$ cat src/rtl/util_axis_puf_arbiter.sv
// Round-robin AXIS arbiter sharing one PUF controller among NUM_REQ requesters.
// Responses are routed back in order using a FIFO of granted requester IDs.
module util_axis_puf_arbiter #(
    parameter  int NUM_REQ   = 4,
    parameter  int TAG_DEPTH = 4,
    localparam int IDW       = $clog2(NUM_REQ)
) (
    input  logic                   aclk,
    input  logic                   arst,
    input  logic [8*NUM_REQ-1:0]   s_axis_tdata,
    input  logic [4*NUM_REQ-1:0]   s_axis_tuser,
    input  logic [NUM_REQ-1:0]     s_axis_tvalid,
    input  logic [NUM_REQ-1:0]     s_axis_tlast,
    output logic [NUM_REQ-1:0]     s_axis_tready,
    output logic [7:0]             m_axis_tdata,
    output logic [3:0]             m_axis_tuser,
    output logic                   m_axis_tvalid,
    output logic                   m_axis_tlast,
    input  logic                   m_axis_tready,
    input  logic [7:0]             s_rsp_tdata,
    input  logic                   s_rsp_tvalid,
    input  logic                   s_rsp_tlast,
    output logic                   s_rsp_tready,
    output logic [7:0]             m_rsp_tdata,
    output logic [NUM_REQ-1:0]     m_rsp_tvalid,
    output logic                   m_rsp_tlast,
    input  logic [NUM_REQ-1:0]     m_rsp_tready,
    output logic [IDW-1:0]         grant_id,
    output logic                   busy
);

    localparam int AW = $clog2(TAG_DEPTH);
    localparam int PW = AW + 1;

    typedef enum logic {
        IDLE,
        XFER
    } state_t;

    state_t         r_state;
    state_t         w_next;
    logic [IDW-1:0] r_rr_ptr;
    logic [IDW-1:0] r_grant_id;
    logic [IDW-1:0] w_sel;
    logic           w_any;
    logic           w_push;
    logic           w_pop;
    logic           w_full;
    logic           w_empty;
    logic           w_last_beat;
    logic           w_gvalid;
    logic           w_glast;
    logic [PW-1:0]  r_wr;
    logic [PW-1:0]  r_rd;
    logic [IDW-1:0] r_tag [TAG_DEPTH];
    logic [IDW-1:0] w_head;

    // Lowest offset from rr_ptr wins: scan downward so the last hit is kept.
    always_comb begin
        w_sel = r_rr_ptr;
        w_any = 1'b0;
        for (int i = NUM_REQ - 1; i >= 0; i--) begin
            if (s_axis_tvalid[(int'(r_rr_ptr) + i) % NUM_REQ]) begin
                w_sel = IDW'((int'(r_rr_ptr) + i) % NUM_REQ);
                w_any = 1'b1;
            end
        end
    end

    always_ff @(posedge aclk or posedge arst) begin
        if (arst) begin
            r_state <= IDLE;
        end else begin
            r_state <= w_next;
        end
    end

    assign w_gvalid = s_axis_tvalid[r_grant_id];
    assign w_glast  = s_axis_tlast[r_grant_id];

    always_comb begin
        w_next        = r_state;
        w_push        = 1'b0;
        w_last_beat   = 1'b0;
        s_axis_tready = '0;
        m_axis_tdata  = '0;
        m_axis_tuser  = '0;
        m_axis_tvalid = 1'b0;
        m_axis_tlast  = 1'b0;
        unique case (r_state)
            IDLE: begin
                if (w_any && !w_full) begin
                    w_next = XFER;
                    w_push = 1'b1;
                end
            end
            XFER: begin
                m_axis_tdata  = s_axis_tdata[8*int'(r_grant_id) +: 8];
                m_axis_tuser  = s_axis_tuser[4*int'(r_grant_id) +: 4];
                m_axis_tvalid = w_gvalid;
                m_axis_tlast  = w_glast;
                s_axis_tready[r_grant_id] = m_axis_tready;
                if (w_gvalid && w_glast && m_axis_tready) begin
                    w_last_beat = 1'b1;
                    w_next      = IDLE;
                end
            end
            default: w_next = IDLE;
        endcase
    end

    always_ff @(posedge aclk or posedge arst) begin
        if (arst) begin
            r_rr_ptr   <= '0;
            r_grant_id <= '0;
        end else begin
            if (w_push) begin
                r_grant_id <= w_sel;
            end
            if (w_last_beat) begin
                r_rr_ptr <= (r_grant_id == IDW'(NUM_REQ - 1)) ?
                            '0 : r_grant_id + 1'b1;
            end
        end
    end

    // Wrap bit distinguishes full from empty when the index bits match.
    assign w_empty = (r_wr == r_rd);
    assign w_full  = ((r_wr ^ r_rd) == {1'b1, {AW{1'b0}}});
    assign w_head  = r_tag[r_rd[AW-1:0]];
    assign w_pop   = !w_empty && s_rsp_tvalid && s_rsp_tready && s_rsp_tlast;

    always_ff @(posedge aclk or posedge arst) begin
        if (arst) begin
            r_wr <= '0;
            r_rd <= '0;
        end else begin
            if (w_push) begin
                r_wr <= r_wr + 1'b1;
            end
            if (w_pop) begin
                r_rd <= r_rd + 1'b1;
            end
        end
    end

    always_ff @(posedge aclk) begin
        if (w_push) begin
            r_tag[r_wr[AW-1:0]] <= w_sel;
        end
    end

    always_comb begin
        m_rsp_tvalid = '0;
        s_rsp_tready = 1'b0;
        if (!w_empty) begin
            m_rsp_tvalid[w_head] = s_rsp_tvalid;
            s_rsp_tready         = m_rsp_tready[w_head];
        end
    end

    assign m_rsp_tdata = s_rsp_tdata;
    assign m_rsp_tlast = s_rsp_tlast;
    assign grant_id    = r_grant_id;
    assign busy        = (r_state == XFER) || !w_empty;

endmodule

$ cat config.mk
export PLATFORM = sky130hd
export DESIGN_NAME = util_axis_puf_arbiter
export DESIGN_NICKNAME = d
export VERILOG_FILES = /design/src/rtl/util_axis_puf_arbiter.sv
export SDC_FILE = /design/constraint.sdc
export NUM_CORES = 1
export LEC_CHECK = 0
export CAP_MARGIN = 15
export CORE_ASPECT_RATIO = 1.75
export CORE_MARGIN = 1.5
export CORE_UTILIZATION = 35
export CTS_BUF_LIST = sky130_fd_sc_hd__clkbuf_8
export DETAILED_ROUTE_END_ITERATION = 10
export PLACE_DENSITY = 0.79
export SKIP_LAST_GASP = 1
export SYNTH_ARGS = -nofsm -noshare
export SYNTH_HDL_FRONTEND = slang
export SYNTH_SLANG_ARGS = --single-unit
$ cat constraint.sdc
create_clock -name aclk -period 2.2 [get_ports aclk]
set_input_delay 0.22 -clock aclk [delete_from_list [all_inputs] [get_ports aclk]]
set_output_delay 0.22 -clock aclk [all_outputs]
set_load 0.05 [all_outputs]
# Word level (Yosys, flattened, before mapping)
# Memories as Yosys holds them, arrays and structs flattened.
# Index checks and enable logic that the tools add are counted.
[totals]
reg_bits = 11
ramBits = 8
input_bits = 73
output_inout_bits = 35
word_cells = 91
memories = 1
[mem_list]
columns = ["memory", "depth", "width", "rd", "rd_ports_with_merged_regs", "wr", "line", "text"]
rows = [
  ["r_tag", 4, 2, 1, 0, 1, "55", "logic [IDW-1:0] r_tag [TAG_DEPTH];"],
]
[op_classes]
addsub = 6
order_cmp = 8
n_eq_ne = 3
shift = 2
n_mux = 45
n_bitwise = 7
n_reduce_logical = 14
[ops]
columns = ["op", "count"]
rows = [
  ["$shiftx A32 B6 Y8", 1],
  ["$mux W1", 26],
  ["$shiftx A16 B5 Y4", 1],
  ["$bmux W1 S2", 7],
  ["$lt A3 B4 Y1 const B", 3],
  ["$mux W4", 3],
  ["$mux W2", 5],
  ["$lt A2 B3 Y1 const B", 3],
  ["$and A4 B4 Y4", 2],
  ["$logic_and A1 B1 Y1", 8],
  ["$mux W8", 1],
  ["$add A3 B1 Y3 const B", 2],
  ["$reduce_or A2 Y1", 3],
  ["$add A2 B1 Y2 const B", 2],
  ["$add A2 B2 Y2 const B", 2],
  ["$demux W1 S2", 2],
  ["$ge A2 B1 Y1 const B", 2],
  ["$and A1 B1 Y1 const A", 3],
  ["$eq A3 B3 Y1", 1],
  ["$eq A3 B3 Y1 const B", 1],
  ["$xor A3 B3 Y3", 1],
  ["$eq A2 B2 Y1 const B", 1],
  ["$logic_not A1 Y1", 2],
  ["$pmux W1 S2", 1],
  ["other kinds (2)", 2],
]

# Logic depth before layout (Yosys ltp)
[depth]
ltp_word = 15
depth_mapped = 6
mapped_depth_nobuf = 5

# Worst setup path before layout
# No wires, ideal clock.
[synth_path]
path_type = "register -> output"
from = "register r_rd[0]"
to = "output port m_rsp_tvalid[1]"
arrival_ns = 2.279
required_ns = 1.980
path_slack_ns = -0.299
stages_incl_launch_ff = 3
n_path_buf = 0
cell_sequence = "dfrtp_1 mux4_1 nor3b_1"
[synth_via]
elab_chain_cells = 7
word_cells_on_any_way = 9
classes_between = "order compare (2); eq/ne (1); mux (3); bitwise (1); reduce/logical (1); memory (1)"
[synth_lines]
columns = ["element", "line", "text"]
rows = [
  ["start, declared", "54", "logic [PW-1:0] r_rd;"],
  ["start signal, assigned", "142", "r_rd <= r_rd + 1'b1;"],
  ["$mem_v2 Z4 W2", "-", ""],
  ["$lt A2 B3 Y1 (implied by the code) / $ge A2 B1 Y1 (equally long branches)", "157", "m_rsp_tvalid[w_head] = s_rsp_tvalid;"],
  ["$logic_and A1 B1 Y1 (implied by the code)", "157", ""],
  ["$mux W1 (implied by the code)", "157", ""],
  ["$demux W1 S2", "157", ""],
  ["$and A4 B4 Y4 (no source line)", "-", ""],
  ["$mux W4 *", "156", "if (!w_empty) begin"],
  ["end, declared", "25", "output logic [NUM_REQ-1:0] m_rsp_tvalid,"],
]
# Mark *: on every way between the ends. The rest lies on a longest branch, timed or not.

# Final worst setup path
[layout_path]
from = "register r_rd[0]"
to = "output port s_rsp_tready"
[layout_via]
elab_chain_cells = 4
word_cells_on_any_way = 5
classes_between = "eq/ne (1); mux (3); memory (1)"
[layout_lines]
columns = ["element", "line", "text"]
rows = [
  ["$mem_v2 Z4 W2", "-", ""],
  ["$bmux W1 S2", "158", "s_rsp_tready = m_rsp_tready[w_head];"],
  ["$mux W1 (implied by the code)", "158", ""],
  ["$mux W1 *", "156", ""],
  ["end, declared", "23", "output logic s_rsp_tready,"],
]
# Mark *: on every way between the ends. The rest lies on a longest branch, timed or not. The select of a mux whose other input is x is not followed.

==> flow_summary.ini <==
[flow_run]
drv_cap = 0

[place]
port_buffers = 91
dpl.hpwl_um = 3560
place_congestion = 0.677
dp_slack_ns = 0.0536
placed_cell_area_um2 = 2590

[critical_path]
cp-start-kind = flop
crit_path_end_kind = primary output
arrival_ns = 1.93
cp_max_fo = 3
criticalPathCategory = flop to primary output
cp_data_required_time_ns = 1.98
ff2ff_setup_slack_ns = 0.20

[cells_and_area]
syn2layout_area_growth_pct = 65.0
multi_input_area_um2 = 996
n_fill_cell = 368
final_cell_mix = 66 x clkdlybuf4s50_1, 26 x buf_4, 19 x and2_1, 16 x mux4_2
final_common_cell = clkdlybuf4s50_1
antenna_cells = 0
regArea_um2 = 518
design_area_um2 = 2680
drive_gt1_share_pct = 28.4
layout.nets = 312

[floorplanning]
die_w_um = 54.5
core_um2 = 4440
fp.dieH_um = 93.0
io_pins = 108
dieArea_um2 = 5070
rows = 32
start_util_pct = 36.5

[sta]
fin_tns_setup_ns = 0
setup_viol = 0
fmax_mhz = 465
worstMarginPinSlew_ns = 0.497
post-route-period-util_pct = 97.7
fin_ws_ns = 0.0505
timing.slew.headroom_pct = 66.8
layout_min_cycle_time_ns = 2.15
hold_viol_final = 0
clock_skew_ns = 0.00204
final-max-slew-violation-count = 0

[route]
drt-pass1-iter-count = 4
drt-total-wl_um = 4260
drc = 0
antenna_left = 0
route.vias.total = 1399
viasPerCell = 5.00
drt_iter0_drc = 22
wl_per_cell_um = 15.2

[synthesis]
synth_area_per_cell_um2 = 11.5
synth_nets = 223
yosysUniqueCellTypes = 39
ys_warn_count = 0
synth_area_um2 = 1620
synth_sequential_area_ratio_pct = 31.8
ys_ff_latch = 19
synthCells = 141

[power_and_ir_drop]
total_leakage_power_nw = 1.09
p_per_area_nw_per_um2 = 1420
ir_drop_mv = 1.01
power_mw = 3.80

[clock_tree]
h-tree-depth = 1
cts_tree = done
ctsHoldBuffers = 0
clock-sinks = 19
cts_made_buffers = 3
path_clk_slew_ns = 0.07
root_buffer = clkbuf_8
cts_buffer_depth = 2
clk_latency_ns = 0.24

[global_route]
grt_pass1_wl_um = 6510
grt_max_degree = 21
grt_pass1_vias = 1394
antenna_found_initial = 0
track_usage_pct = 17.2
overflow = 0

[run_status]
status = complete, no violations

[worst_hold_path]
hold_path_class = input port to asynchronous set/reset pin
-- area by class of cell --
type                       count  share of cell area, %
clock buffer                   3                   1.54
clock inverter                 1                  0.140
inverter                       9                   1.36
multi-input combinational     97                   37.2
sequential                    19                   19.4
tap                           51                   2.39
timing repair buffer         100                   38.0
-- cells in the mapped netlist (all sizes together) --
library cell	instances	area (um2)
or3	2	12.5
o211a	1	10.0
edfxtp	8	240
a21o	1	7.51
nand3	2	10.0
nor2	2	7.51
ha	9	113
a311oi	1	8.76
a21oi	1	5.00
nor2b	3	18.8
nor3	2	10.0
clkbuf	4	15.0
dfrtp	11	275
xor2	2	17.5
and2	19	119
a31o	1	8.76
nor3b	2	20.0
mux2i	3	33.8
xnor2	6	52.6
mux4	16	364
inv	8	32.5
o21a	1	7.51
o21ai	5	25.0
a211o	1	8.76
nand2	7	28.8
clkinv	1	3.75
buf	12	82.6
mux2	3	37.5
nor4	1	6.26
and3	4	25.0
o31ai	2	15.0
-- worst max-delay path, cell delays in order (launching register included) --
cell and delay (ns):
dfrtp_2 0.40, mux4_2 0.57, mux2i_1 0.18, mux2i_4 0.20
o21a_1 0.19, buf_12 0.14
-- power breakdown --
| group | internal, mW | switching (mW) |
|---|---|---|
| Sequential | 0.526 | 0.144 |
| Clock | 0.123 | 0.101 |
| Combinational | 1.29 | 1.61 |
| Total | 1.94 | 1.86 |
-- final timing paths --
check	start	endpoint	depth (start not counted)
max	r_rd[0]	s_rsp_tready	5
min	arst	r_wr[1]	2
max reg2reg	r_rd[0]	r_rd[1]	6
min reg2reg	r_wr[2]	r_wr[2]	1
max in group asynchronous	arst	grant_id[0]	2
min in group aclk	s_rsp_tdata[0]	m_rsp_tdata[0]	0
-- state kept, by name, summed over array words and instances, names as in the netlist --
signal and flops:
grant_id 2, r_rd 3, r_rr_ptr 2, r_state 1, r_tag 8, r_wr 3
-- through the flow --
stage               cells  hold WS (ns)  utilization (%)
floorplan             141        0.0724                -
global placement      272         0.440             58.3
detailed placement    272         0.440             58.3
CTS                   279         0.280             59.9
global route          280         0.314             60.2
finish                280         0.263             60.2
-- per-layer routing --
layer / vias up / track usage [%] / share of wire, %
li1: 682 / - / -
met2: 46 / 31.1 / 59
met4: 0 / 4.17 / 1.3
met5: - / 0 / 0
met3: 4 / 1.60 / 3.9
met1: 667 / 20.9 / 36
-- repair_timing --
item                       4_1_cts  5_1_grt
setup buffers                    3        1
setup endpoints to repair        1        1
resized for setup                3        1
-- cells by family after synthesis --
kind of cell / share of synthesized area (%)
AND/OR/NAND/NOR: 15.9
buffers and inverters: 8.26
multiplexers: 26.9
flip-flops: 31.8
AO/OA/AOI/OAI: 5.94
adder cells (fa/ha/maj): 6.94
XOR/XNOR: 4.32
No activity file was read; power rests on OpenSTA's default activity.
